## src/rtl/pipe_ctrl_pkg.sv

```systemverilog
// pipe_ctrl_pkg
// Shared definitions for the pipelined MIPS control unit: opcode/funct codes,
// the per-stage control bundles, bubble constants, forwarding-select and
// mem_to_reg encodings, and the forwarding-priority helper.
package pipe_ctrl_pkg;

    localparam int DST_AW = 5;

    localparam logic [5:0] OP_RTYPE = 6'h00;
    localparam logic [5:0] OP_J     = 6'h02;
    localparam logic [5:0] OP_JAL   = 6'h03;
    localparam logic [5:0] OP_BEQ   = 6'h04;
    localparam logic [5:0] OP_BNE   = 6'h05;
    localparam logic [5:0] OP_BLEZ  = 6'h06;
    localparam logic [5:0] OP_BGTZ  = 6'h07;
    localparam logic [5:0] OP_ADDI  = 6'h08;
    localparam logic [5:0] OP_ADDIU = 6'h09;
    localparam logic [5:0] OP_SLTI  = 6'h0a;
    localparam logic [5:0] OP_SLTIU = 6'h0b;
    localparam logic [5:0] OP_ANDI  = 6'h0c;
    localparam logic [5:0] OP_ORI   = 6'h0d;
    localparam logic [5:0] OP_LUI   = 6'h0f;
    localparam logic [5:0] OP_LW    = 6'h23;
    localparam logic [5:0] OP_SW    = 6'h2b;

    localparam logic [5:0] FN_JR    = 6'h08;
    localparam logic [5:0] FN_JALR  = 6'h09;

    localparam logic [1:0] M2R_ALU  = 2'b00;
    localparam logic [1:0] M2R_MEM  = 2'b01;
    localparam logic [1:0] M2R_LINK = 2'b10;

    localparam logic [1:0] FWD_RF    = 2'b00;
    localparam logic [1:0] FWD_EXMEM = 2'b10;
    localparam logic [1:0] FWD_MEMWB = 2'b01;

    localparam logic [DST_AW-1:0] LINK_REG = '1;

    typedef struct packed {
        logic              branch;
        logic              aluSrc;
        logic              extOp;
        logic [3:0]        aluOp;
        logic              memRead;
        logic              memWrite;
        logic [1:0]        memToReg;
        logic              regWrite;
        logic [DST_AW-1:0] dst;
    } ctrlEx_t;

    typedef struct packed {
        logic              memRead;
        logic              memWrite;
        logic [1:0]        memToReg;
        logic              regWrite;
        logic [DST_AW-1:0] dst;
    } ctrlMem_t;

    typedef struct packed {
        logic [1:0]        memToReg;
        logic              regWrite;
        logic [DST_AW-1:0] dst;
    } ctrlWb_t;

    localparam ctrlEx_t  EX_BUBBLE  = '0;
    localparam ctrlMem_t MEM_BUBBLE = '0;
    localparam ctrlWb_t  WB_BUBBLE  = '0;

    // EX/MEM has priority because it holds the younger result.
    function automatic logic [1:0] fwdSel(
        input logic              memEff,
        input logic [DST_AW-1:0] memDst,
        input logic              wbEff,
        input logic [DST_AW-1:0] wbDst,
        input logic [DST_AW-1:0] src
    );
        if (memEff && (memDst == src)) return FWD_EXMEM;
        if (wbEff && (wbDst == src))   return FWD_MEMWB;
        return FWD_RF;
    endfunction

endpackage

```

## src/rtl/ctrl_decode.sv

```systemverilog
// ctrl_decode
// Combinational ID-stage decoder: opcode/funct to the ID/EX control bundle,
// plus which source registers the instruction reads and whether it jumps.
// Ports:
//   opcode, funct   : instruction [31:26] and [5:0]
//   rt, rd          : register fields used to pick the destination
//   ctrl            : decoded ID/EX control bundle
//   usesRs, usesRt  : instruction reads rs / rt
//   jump            : j, jal, jr or jalr
module ctrl_decode
    import pipe_ctrl_pkg::*;
(
    input  logic [5:0]        opcode,
    input  logic [5:0]        funct,
    input  logic [DST_AW-1:0] rt,
    input  logic [DST_AW-1:0] rd,
    output ctrlEx_t           ctrl,
    output logic              usesRs,
    output logic              usesRt,
    output logic              jump
);

    always_comb begin
        // R-type defaults; unknown opcodes fall through with these.
        ctrl            = EX_BUBBLE;
        ctrl.extOp      = 1'b1;
        ctrl.aluOp[2:0] = 3'b010;
        ctrl.regWrite   = 1'b1;
        ctrl.dst        = rd;
        usesRs          = 1'b1;
        usesRt          = 1'b1;
        jump            = 1'b0;

        unique case (opcode)
            OP_RTYPE: begin
                if (funct == FN_JR) begin
                    ctrl.regWrite = 1'b0;
                    usesRt        = 1'b0;
                    jump          = 1'b1;
                end else if (funct == FN_JALR) begin
                    ctrl.memToReg = M2R_LINK;
                    usesRt        = 1'b0;
                    jump          = 1'b1;
                end
            end
            OP_J: begin
                ctrl.aluOp[2:0] = 3'b000;
                ctrl.regWrite   = 1'b0;
                usesRs          = 1'b0;
                usesRt          = 1'b0;
                jump            = 1'b1;
            end
            OP_JAL: begin
                ctrl.aluOp[2:0] = 3'b000;
                ctrl.memToReg   = M2R_LINK;
                ctrl.dst        = LINK_REG;
                usesRs          = 1'b0;
                usesRt          = 1'b0;
                jump            = 1'b1;
            end
            OP_BEQ, OP_BNE: begin
                ctrl.branch     = 1'b1;
                ctrl.aluOp[2:0] = (opcode == OP_BEQ) ? 3'b001 : 3'b000;
                ctrl.regWrite   = 1'b0;
            end
            OP_BLEZ, OP_BGTZ: begin
                ctrl.branch     = 1'b1;
                ctrl.aluOp[2:0] = 3'b000;
                ctrl.regWrite   = 1'b0;
                usesRt          = 1'b0;
            end
            OP_ADDI, OP_ADDIU, OP_LUI: begin
                ctrl.aluOp[2:0] = 3'b000;
                ctrl.aluSrc     = 1'b1;
                ctrl.dst        = rt;
                usesRs          = (opcode != OP_LUI);
                usesRt          = 1'b0;
            end
            OP_SLTI, OP_SLTIU: begin
                ctrl.aluOp[2:0] = 3'b101;
                ctrl.aluSrc     = 1'b1;
                ctrl.dst        = rt;
                usesRt          = 1'b0;
            end
            OP_ANDI: begin
                ctrl.aluOp[2:0] = 3'b100;
                ctrl.aluSrc     = 1'b1;
                ctrl.extOp      = 1'b0;
                ctrl.dst        = rt;
                usesRt          = 1'b0;
            end
            OP_ORI: begin
                // ori keeps rd as destination and register operand B.
                ctrl.aluOp[2:0] = 3'b011;
                usesRt          = 1'b0;
            end
            OP_LW: begin
                ctrl.aluOp[2:0] = 3'b000;
                ctrl.aluSrc     = 1'b1;
                ctrl.memRead    = 1'b1;
                ctrl.memToReg   = M2R_MEM;
                ctrl.dst        = rt;
                usesRt          = 1'b0;
            end
            OP_SW: begin
                ctrl.aluOp[2:0] = 3'b000;
                ctrl.aluSrc     = 1'b1;
                ctrl.memWrite   = 1'b1;
                ctrl.regWrite   = 1'b0;
            end
            default: ;
        endcase

        ctrl.aluOp[3] = opcode[0];
    end

endmodule

```

## src/rtl/pipe_ctrl_unit.sv

```systemverilog
// pipe_ctrl_unit
// Pipelined control for the 5-stage MIPS core: decodes in ID, carries the
// control bundle through ID/EX, EX/MEM and MEM/WB, detects load-use / RAW
// hazards, generates stall, IF/ID flush and forwarding selects, and counts
// stall and flush cycles.
// Ports:
//   clk, reset                  : core clock, async active-high reset
//   opcode_id..rd_id            : IF/ID instruction fields
//   branch_taken_ex             : branch in EX resolved taken
//   stall_o, flush_if_id        : hold PC+IF/ID / load NOP into IF/ID
//   jump_id                     : jump decoded in ID
//   ex_ctrl, mem_ctrl, wb_ctrl  : ID/EX, EX/MEM, MEM/WB control registers
//   fwd_a_sel, fwd_b_sel        : EX operand source selects
//   stall_cnt, flush_cnt        : saturating event counters
module pipe_ctrl_unit
    import pipe_ctrl_pkg::*;
#(
    parameter int REG_AW     = DST_AW,
    parameter bit ENABLE_FWD = 1'b1,
    parameter int CNT_W      = 16
) (
    input  logic              clk,
    input  logic              reset,
    input  logic [5:0]        opcode_id,
    input  logic [5:0]        funct_id,
    input  logic [REG_AW-1:0] rs_id,
    input  logic [REG_AW-1:0] rt_id,
    input  logic [REG_AW-1:0] rd_id,
    input  logic              branch_taken_ex,
    output logic              stall_o,
    output logic              flush_if_id,
    output logic              jump_id,
    output ctrlEx_t           ex_ctrl,
    output ctrlMem_t          mem_ctrl,
    output ctrlWb_t           wb_ctrl,
    output logic [1:0]        fwd_a_sel,
    output logic [1:0]        fwd_b_sel,
    output logic [CNT_W-1:0]  stall_cnt,
    output logic [CNT_W-1:0]  flush_cnt
);

    ctrlEx_t           decCtrl;
    logic              usesRs;
    logic              usesRt;
    logic              decJump;
    logic [REG_AW-1:0] exRs;
    logic [REG_AW-1:0] exRt;
    logic              exEff;
    logic              memEff;
    logic              wbEff;
    logic              hitEx;
    logic              hitMem;
    logic              hazard;
    logic              insertBubble;

    ctrl_decode uDecode (
        .opcode (opcode_id),
        .funct  (funct_id),
        .rt     (rt_id),
        .rd     (rd_id),
        .ctrl   (decCtrl),
        .usesRs (usesRs),
        .usesRt (usesRt),
        .jump   (decJump)
    );

    assign jump_id = decJump;

    always_comb begin
        exEff  = ex_ctrl.regWrite  && (ex_ctrl.dst  != '0);
        memEff = mem_ctrl.regWrite && (mem_ctrl.dst != '0);
        wbEff  = wb_ctrl.regWrite  && (wb_ctrl.dst  != '0);

        hitEx  = exEff  && ((usesRs && (rs_id == ex_ctrl.dst))  ||
                            (usesRt && (rt_id == ex_ctrl.dst)));
        hitMem = memEff && ((usesRs && (rs_id == mem_ctrl.dst)) ||
                            (usesRt && (rt_id == mem_ctrl.dst)));

        // Without forwarding, WB needs no stall: the register file writes
        // in the first half-cycle and ID reads in the second.
        if (ENABLE_FWD) hazard = ex_ctrl.memRead && hitEx;
        else            hazard = hitEx || hitMem;

        // A taken branch squashes the ID instruction, so any stall it
        // would have needed is moot.
        stall_o      = hazard && !branch_taken_ex && !reset;
        flush_if_id  = (branch_taken_ex || (decJump && !hazard)) && !reset;
        insertBubble = branch_taken_ex || hazard;

        if (ENABLE_FWD) begin
            fwd_a_sel = fwdSel(memEff, mem_ctrl.dst, wbEff, wb_ctrl.dst, exRs);
            fwd_b_sel = fwdSel(memEff, mem_ctrl.dst, wbEff, wb_ctrl.dst, exRt);
        end else begin
            fwd_a_sel = FWD_RF;
            fwd_b_sel = FWD_RF;
        end
    end

    always_ff @(posedge clk or posedge reset) begin
        if (reset) begin
            ex_ctrl   <= EX_BUBBLE;
            mem_ctrl  <= MEM_BUBBLE;
            wb_ctrl   <= WB_BUBBLE;
            exRs      <= '0;
            exRt      <= '0;
            stall_cnt <= '0;
            flush_cnt <= '0;
        end else begin
            if (insertBubble) begin
                ex_ctrl <= EX_BUBBLE;
                exRs    <= '0;
                exRt    <= '0;
            end else begin
                ex_ctrl <= decCtrl;
                exRs    <= rs_id;
                exRt    <= rt_id;
            end

            mem_ctrl.memRead  <= ex_ctrl.memRead;
            mem_ctrl.memWrite <= ex_ctrl.memWrite;
            mem_ctrl.memToReg <= ex_ctrl.memToReg;
            mem_ctrl.regWrite <= ex_ctrl.regWrite;
            mem_ctrl.dst      <= ex_ctrl.dst;

            wb_ctrl.memToReg  <= mem_ctrl.memToReg;
            wb_ctrl.regWrite  <= mem_ctrl.regWrite;
            wb_ctrl.dst       <= mem_ctrl.dst;

            if (stall_o && (stall_cnt != '1))
                stall_cnt <= stall_cnt + CNT_W'(1);
            if (flush_if_id && (flush_cnt != '1))
                flush_cnt <= flush_cnt + CNT_W'(1);
        end
    end

endmodule

```

## config.mk

```make
export PLATFORM = sky130hd
export DESIGN_NAME = pipe_ctrl_unit
export DESIGN_NICKNAME = d
export VERILOG_FILES = /design/src/rtl/pipe_ctrl_pkg.sv /design/src/rtl/ctrl_decode.sv /design/src/rtl/pipe_ctrl_unit.sv
export SDC_FILE = /design/constraint.sdc
export NUM_CORES = 1
export LEC_CHECK = 0
export ABC_AREA = 1
export CORE_MARGIN = 1
export CORE_UTILIZATION = 35
export DETAILED_ROUTE_END_ITERATION = 8
export HOLD_SLACK_MARGIN = 0.05
export SYNTH_ARGS = -nofsm -noshare
export SYNTH_HDL_FRONTEND = slang
export SYNTH_SLANG_ARGS = --single-unit
```

## constraint.sdc

```tcl
create_clock -name clk -period 2.22 [get_ports clk]
set_clock_uncertainty 0.15 [all_clocks]
set_input_delay 0.333 -clock clk [delete_from_list [all_inputs] [get_ports clk]]
set_output_delay 0.333 -clock clk [all_outputs]
set_load 0.01 [all_outputs]
```

; ---- Word-level counts from Yosys, hierarchy flattened
; Index checks and enable logic that the tools add are counted.
[word_totals]
register_bits = 77
latchBits = 0
ramBits = 0
mem_bits_ro = 0
in_bits = 30
output_inout_bits = 74
elab_cells = 123
mem_count = 0
[op_classes]
addsub = 2
multipliers = 0
n_div = 0
n_lt_le_gt_ge = 0
n_eq_ne = 26
shifts = 0
n_mux = 37
bitwise_logic = 0
reduce_logical = 37
[ops]
columns = operator, count
row1 = "equality test 6 x 4 -> 1 bit, second input constant", 9
row2 = "adder 16 x 1 -> 16 bit, second input constant", 2
row3 = "inequality test 16 bit, second input constant", 2
row4 = equality test 5 bit, 6
row5 = "equality test 6 x 3 -> 1 bit, second input constant", 4
row6 = 2-to-1 mux 2 bit, 10
row7 = logical AND 1 bit, 17
row8 = 2-to-1 mux 1 bit, 17
row9 = 2-to-1 mux 17 bit, 1
row10 = one-hot mux 3 bit (5 select lines), 1
row11 = nonzero test 5 bit, 3
row12 = "equality test 6 x 2 -> 1 bit, second input constant", 2
row13 = "equality test 6 bit, second input constant", 2
row14 = OR reduction 12 bit, 1
row15 = 2-to-1 mux 5 bit, 2
row16 = one-hot mux 5 bit (2 select lines), 1
row17 = OR reduction 9 bit, 1
row18 = one-hot mux 1 bit (2 select lines), 4
row19 = OR reduction 8 bit, 1
row20 = OR reduction 7 bit, 1
row21 = logical NOT 6 bit, 1
row22 = "inequality test 6 x 4 -> 1 bit, second input constant", 1
row23 = one-hot mux 2 bit (3 select lines), 1
row24 = OR reduction 2 bit, 3
row25 = 5 further kinds, 9

; ---- Longest topological paths before layout
[logic_depth]
ltp_word = 13
mapped_depth = 16
depth_no_buf = 15

; ---- Hierarchy
; A second synthesis with hierarchy kept.
[unflattened]
hier_cells = 548
area_unflattened_um2 = 4191.5
[by_module_without_submodules]
columns = module, n_inst, cells_each, area_each_um2, seq_area_each_um2
row1 = pipe_ctrl_unit, 1, 453, 3757.4, 1926.8
row2 = ctrl_decode, 1, 95, 434.2, 0.0

; ---- Least setup slack after synthesis
; Ideal clock, no wire load.
[synth_timing]
kind = input-to-reg
startpoint = input reset
endpoint = register flush_cnt[14]
setup_time_ns = 0.072
arrival_ns = 1.834
t_required_ns = 1.998
setup_slack_ns = 0.164
cell_stages = 4
path_buffers = 1
path_cell_list = clkinv_1 > buf_2 > nand4_1 > nand2_1
[synth_between]
elab_chain_cells = 3
[synth_lines]
columns = item, line_no
row1 = "start, declared", pipe_ctrl_unit.sv:23  ; input logic reset,
row2 = logical NOT 1 bit (no source line), --
row3 = logical AND 1 bit, pipe_ctrl_unit.sv:87  ; flush_if_id = (branch_taken_ex || (decJump && !hazard)) && !reset;
row4 = logical AND 1 bit, pipe_ctrl_unit.sv:131  ; if (flush_if_id && (flush_cnt != '1))
row5 = "end signal, assigned", pipe_ctrl_unit.sv:132  ; flush_cnt <= flush_cnt + CNT_W'(1);
row6 = "end, declared", pipe_ctrl_unit.sv:39  ; output logic [CNT_W-1:0] flush_cnt
; No other way between the ends.
; A chain may end at the register's enable or synchronous reset.

; ---- Final worst setup path
[layout_timing]
startpoint = input opcode_id[5]
endpoint = output flush_if_id
[layout_between]
elab_chain_cells = 11
elab_cells_between_ends = 29
cone_classes = eq/ne (13) / mux (3) / reduce/logical (13)
[layout_lines]
columns = item, line_no
row1 = "start, declared", pipe_ctrl_unit.sv:24  ; input logic [5:0] opcode_id,
row2 = equality test 6 x 2 -> 1 bit (tied with other cells), ctrl_decode.sv:34  ; unique case (opcode)
row3 = OR reduction 12 bit (no source line) (tied with other cells), --
row4 = one-hot mux 1 bit (2 select lines), ctrl_decode.sv:34
row5 = logical AND 1 bit (on tied branches), "pipe_ctrl_unit.sv:75, pipe_ctrl_unit.sv:74"
row6 = logical OR 1 bit, pipe_ctrl_unit.sv:74  ; hitEx = exEff && ((usesRs && (rs_id == ex_ctrl.dst)) ||
row7 = logical AND 1 bit, pipe_ctrl_unit.sv:74
row8 = logical AND 1 bit, pipe_ctrl_unit.sv:81  ; if (ENABLE_FWD) hazard = ex_ctrl.memRead && hitEx;
row9 = logical NOT 1 bit, pipe_ctrl_unit.sv:87
row10 = logical AND 1 bit *, pipe_ctrl_unit.sv:87
row11 = logical OR 1 bit *, pipe_ctrl_unit.sv:87
row12 = logical AND 1 bit *, pipe_ctrl_unit.sv:87
row13 = "end, declared", pipe_ctrl_unit.sv:31  ; output logic flush_if_id,
; Every way passes the cells marked *; elsewhere a longest branch is shown, timed or not.

==> reports/qor.txt <==
WHS Path Cells -> 0
R2r startpoint -> stall_cnt[1]
Cell Area, Synth -> 4050 sq um
Clk buf depth -> 2
Critical path startpoint -> opcode_id[5]
Ports -> 104
Later-pin clock latency in the skew report -> 0.33 ns
Fin area -> 6130 sq um
Failing checks -> negative setup slack
Cell Area, Placed -> 5750 sq um
Hold EP -> wb_ctrl[6]
R2R Setup Slk -> 0.11 ns
WHS -> 0.219 ns
Final WL -> 10,800 microns
Inst Count DP -> 782
Slowest cell on the critical path -> dlygate4sd2_1
CTS Buf Count -> 9
Share of post-route cells with drive strength above 1 -> 0.221
DIE AREA -> 12,000 sq um
Initial antenna violation count -> 0
PwrDens -> 589 nW/um^2
Mapped Cells -> 478
Yosys top cell area share -> 0.475
Worst Min Path Start -> mem_ctrl[6]
Root Driver -> clkbuf_16
Post-Layout Cell Count -> 805
Critical path class -> in2out
Worst-Margin Slew -> 0.366 ns
Synth warnings -> 0
GRT Residual Overflow -> 0
FMAX -> 0.439 GHz
VDD IR-drop max -> 0.497 mV
CTS tree -> done
Final Wtd Congestion -> 0.883
Area delta synth->final -> 51.2%
Tot GR Track Use -> 0.195
Area contributors post-synth -> dfrtp_1 48%, nand2_1 9.9%, inv_1 5.5%, nand3_1 4.8%, xor2_1 4.5%
Pins Over Slew Limit -> 0
Yosys top cell by area -> dfrtp_1
Status -> complete, but fails checks
Post-synthesis cell type count -> 37
Detailed Route Iter0 Violations -> 129
Die Span X -> 110 microns
Crit-path max cell delay -> 0.31 ns
Reg2reg path depth -> 10
Final setup margin -> -0.0560 ns
Minimum clock period -> 2.28 ns
Pin count of the biggest net entering global routing -> 66
Critical path's top delay family -> simple AND/OR/NAND/NOR gates
Vias/cell -> 4.75
Wire per inst -> 13.4 microns
Tcrit/Tclk final -> 1.03
Clock sinks -> 77
Slew headroom -> 0.756
Die H -> 110 microns
Post-Syn Nets -> 510
Number of nets in the layout -> 692
Synthesized flop and latch total -> 77
Sequential fraction of the synthesis area -> 0.475
Post-Syn Area per Cell -> 8.48 sq um
CTS H-Tree Depth -> 3
Req. time, crit path -> 1.74 ns
DR vias -> 3,823
CP Max Fanout -> 5
Crit path buf inv count -> 3
Worst Setup Start Kind -> primary input
Most frequent cells in the layout -> 106 x nand2_1, 88 x clkdlybuf4s50_1, 75 x dfrtp_1
First-pass DRT Iterations -> 4
Cell Rows -> 38
Cts hold-fix bufs -> 0
Worst Setup End Kind -> output port
ANT nets after route -> 0
Min-delay worst type -> reg2reg
Vias in the first global route -> 3,793
Post-DP HPWL -> 7980 microns
First-pass GRT wire length -> 18,100 microns
RSZ-0062 raised after global routing -> true
DRC -> 0
Setup Viol. Count Final -> 4
Initial Util -> 0.366
Port-buffer cells -> 103
Diode count -> 0
Leak Pwr -> 2.95 nW
Reg2reg end -> stall_cnt[0]
Clk slew on worst S/H paths -> 0.06 ns
Core ar. -> 11,100 sq um
Crit-path cells -> dlygate4sd2_1 > nor2_4 > nand3_1 > nand2_1 > inv_2 > nand2_2 > nor2_1 > nand2_1 > nand2_2 > nand2_4 > nand2_4 > a21oi_2 > buf_2
Final hold violations -> 0
Leading cell type in the layout, fill and taps excluded -> nand2_1
Worst EP arrival -> 1.79 ns
Max_cap viols -> 0
[layout make-up]
type                            count  area [sq um]
Timing Repair Buffer              180          1610
Fill cell                        1014          4950
Tap cell                          140           175
Multi-Input combinational cell    328          1890
Inverter                           64           243
Clock inverter                      7          57.6
Clock buffer                        9           225
Sequential cell                    77          1930
[routing by layer]
layer	up-vias	routed length, microns	GRT usage
met3	21	422	0.0403
met5	-	0	0
met2	95	5370	0.334
met1	1799	4790	0.245
li1	1908	-	-
met4	0	218	0.0676
[power breakdown]
part	internal [mW]	total [mW]	switching, mW
Sequential	1.48	1.56	0.0863
Combinational	0.343	0.648	0.306
Clock	0.771	1.40	0.629
Total	2.59	3.61	1.02
[state kept, by name, summed over array words and instances, names as in the netlist]
name and cells:
stall_cnt 16, exRt 5, ex_ctrl 17, exRs 5
wb_ctrl 8, flush_cnt 16, mem_ctrl 10
[logic make-up after synthesis]
| group | share of synthesized area |
|---|---|
| AND/OR/NAND/NOR | 0.326 |
| XOR/XNOR | 0.0843 |
| AO/OA/AOI/OAI | 0.0275 |
| flip-flops | 0.475 |
| adder cells (fa/ha/maj) | 0.00617 |
| buffers and inverters | 0.0806 |
[how the worst max path moves through the flow]
stage,to,cells past startpoint
global placement,stall_o,11
floorplan,flush_cnt[14],4
global route,stall_o,9
finish,flush_if_id,13
detailed placement,flush_if_id,12
CTS,flush_if_id,11
[timing repair]
action	4_1_cts	5_1_grt
gates resized for setup	47	12
cloned	1	0
pin swaps	6	12
setup buffers	4	3
endpoints found under the setup margin	34	30
[through the flow]
stage          setup WS [ns]  utilization  total power, mW  TNS, ns
2_1_floorplan          0.164            -             1.86        0
4_1_cts              -0.0900        0.548             3.65   -0.215
5_1_grt               -0.195        0.553             3.79   -0.491
6_report             -0.0560        0.553             3.61   -0.122
3_5_place_dp          -0.686        0.519             2.22   -22.72
3_3_place_gp          -0.689        0.519             2.20   -22.85
[Yosys cell counts]
master / instances
nand2_4: 2
o22ai_1: 4
or2_2: 1
nor3_1: 12
nor2_1: 48
nand4_2: 1
clkinv_1: 1
ha_1: 2
o21ai_1: 2
buf_4: 1
nand3_4: 1
nand2_2: 4
nand4_1: 25
nand2_8: 1
nand2_1: 107
nand3_2: 6
nor4_1: 4
xor2_1: 21
buf_2: 5
buf_12: 1
nor2_4: 3
xnor2_1: 18
or4_1: 1
nor3_2: 4
and3_1: 1
inv_1: 59
nand3_1: 39
dfrtp_1: 77
a21oi_1: 6
buf_6: 3
inv_2: 4
o41ai_1: 1
o21ai_0: 5
nor3_4: 1
nor2_2: 2
nand3b_1: 3
a31oi_1: 2
Power figures use the tool's default switching activity.
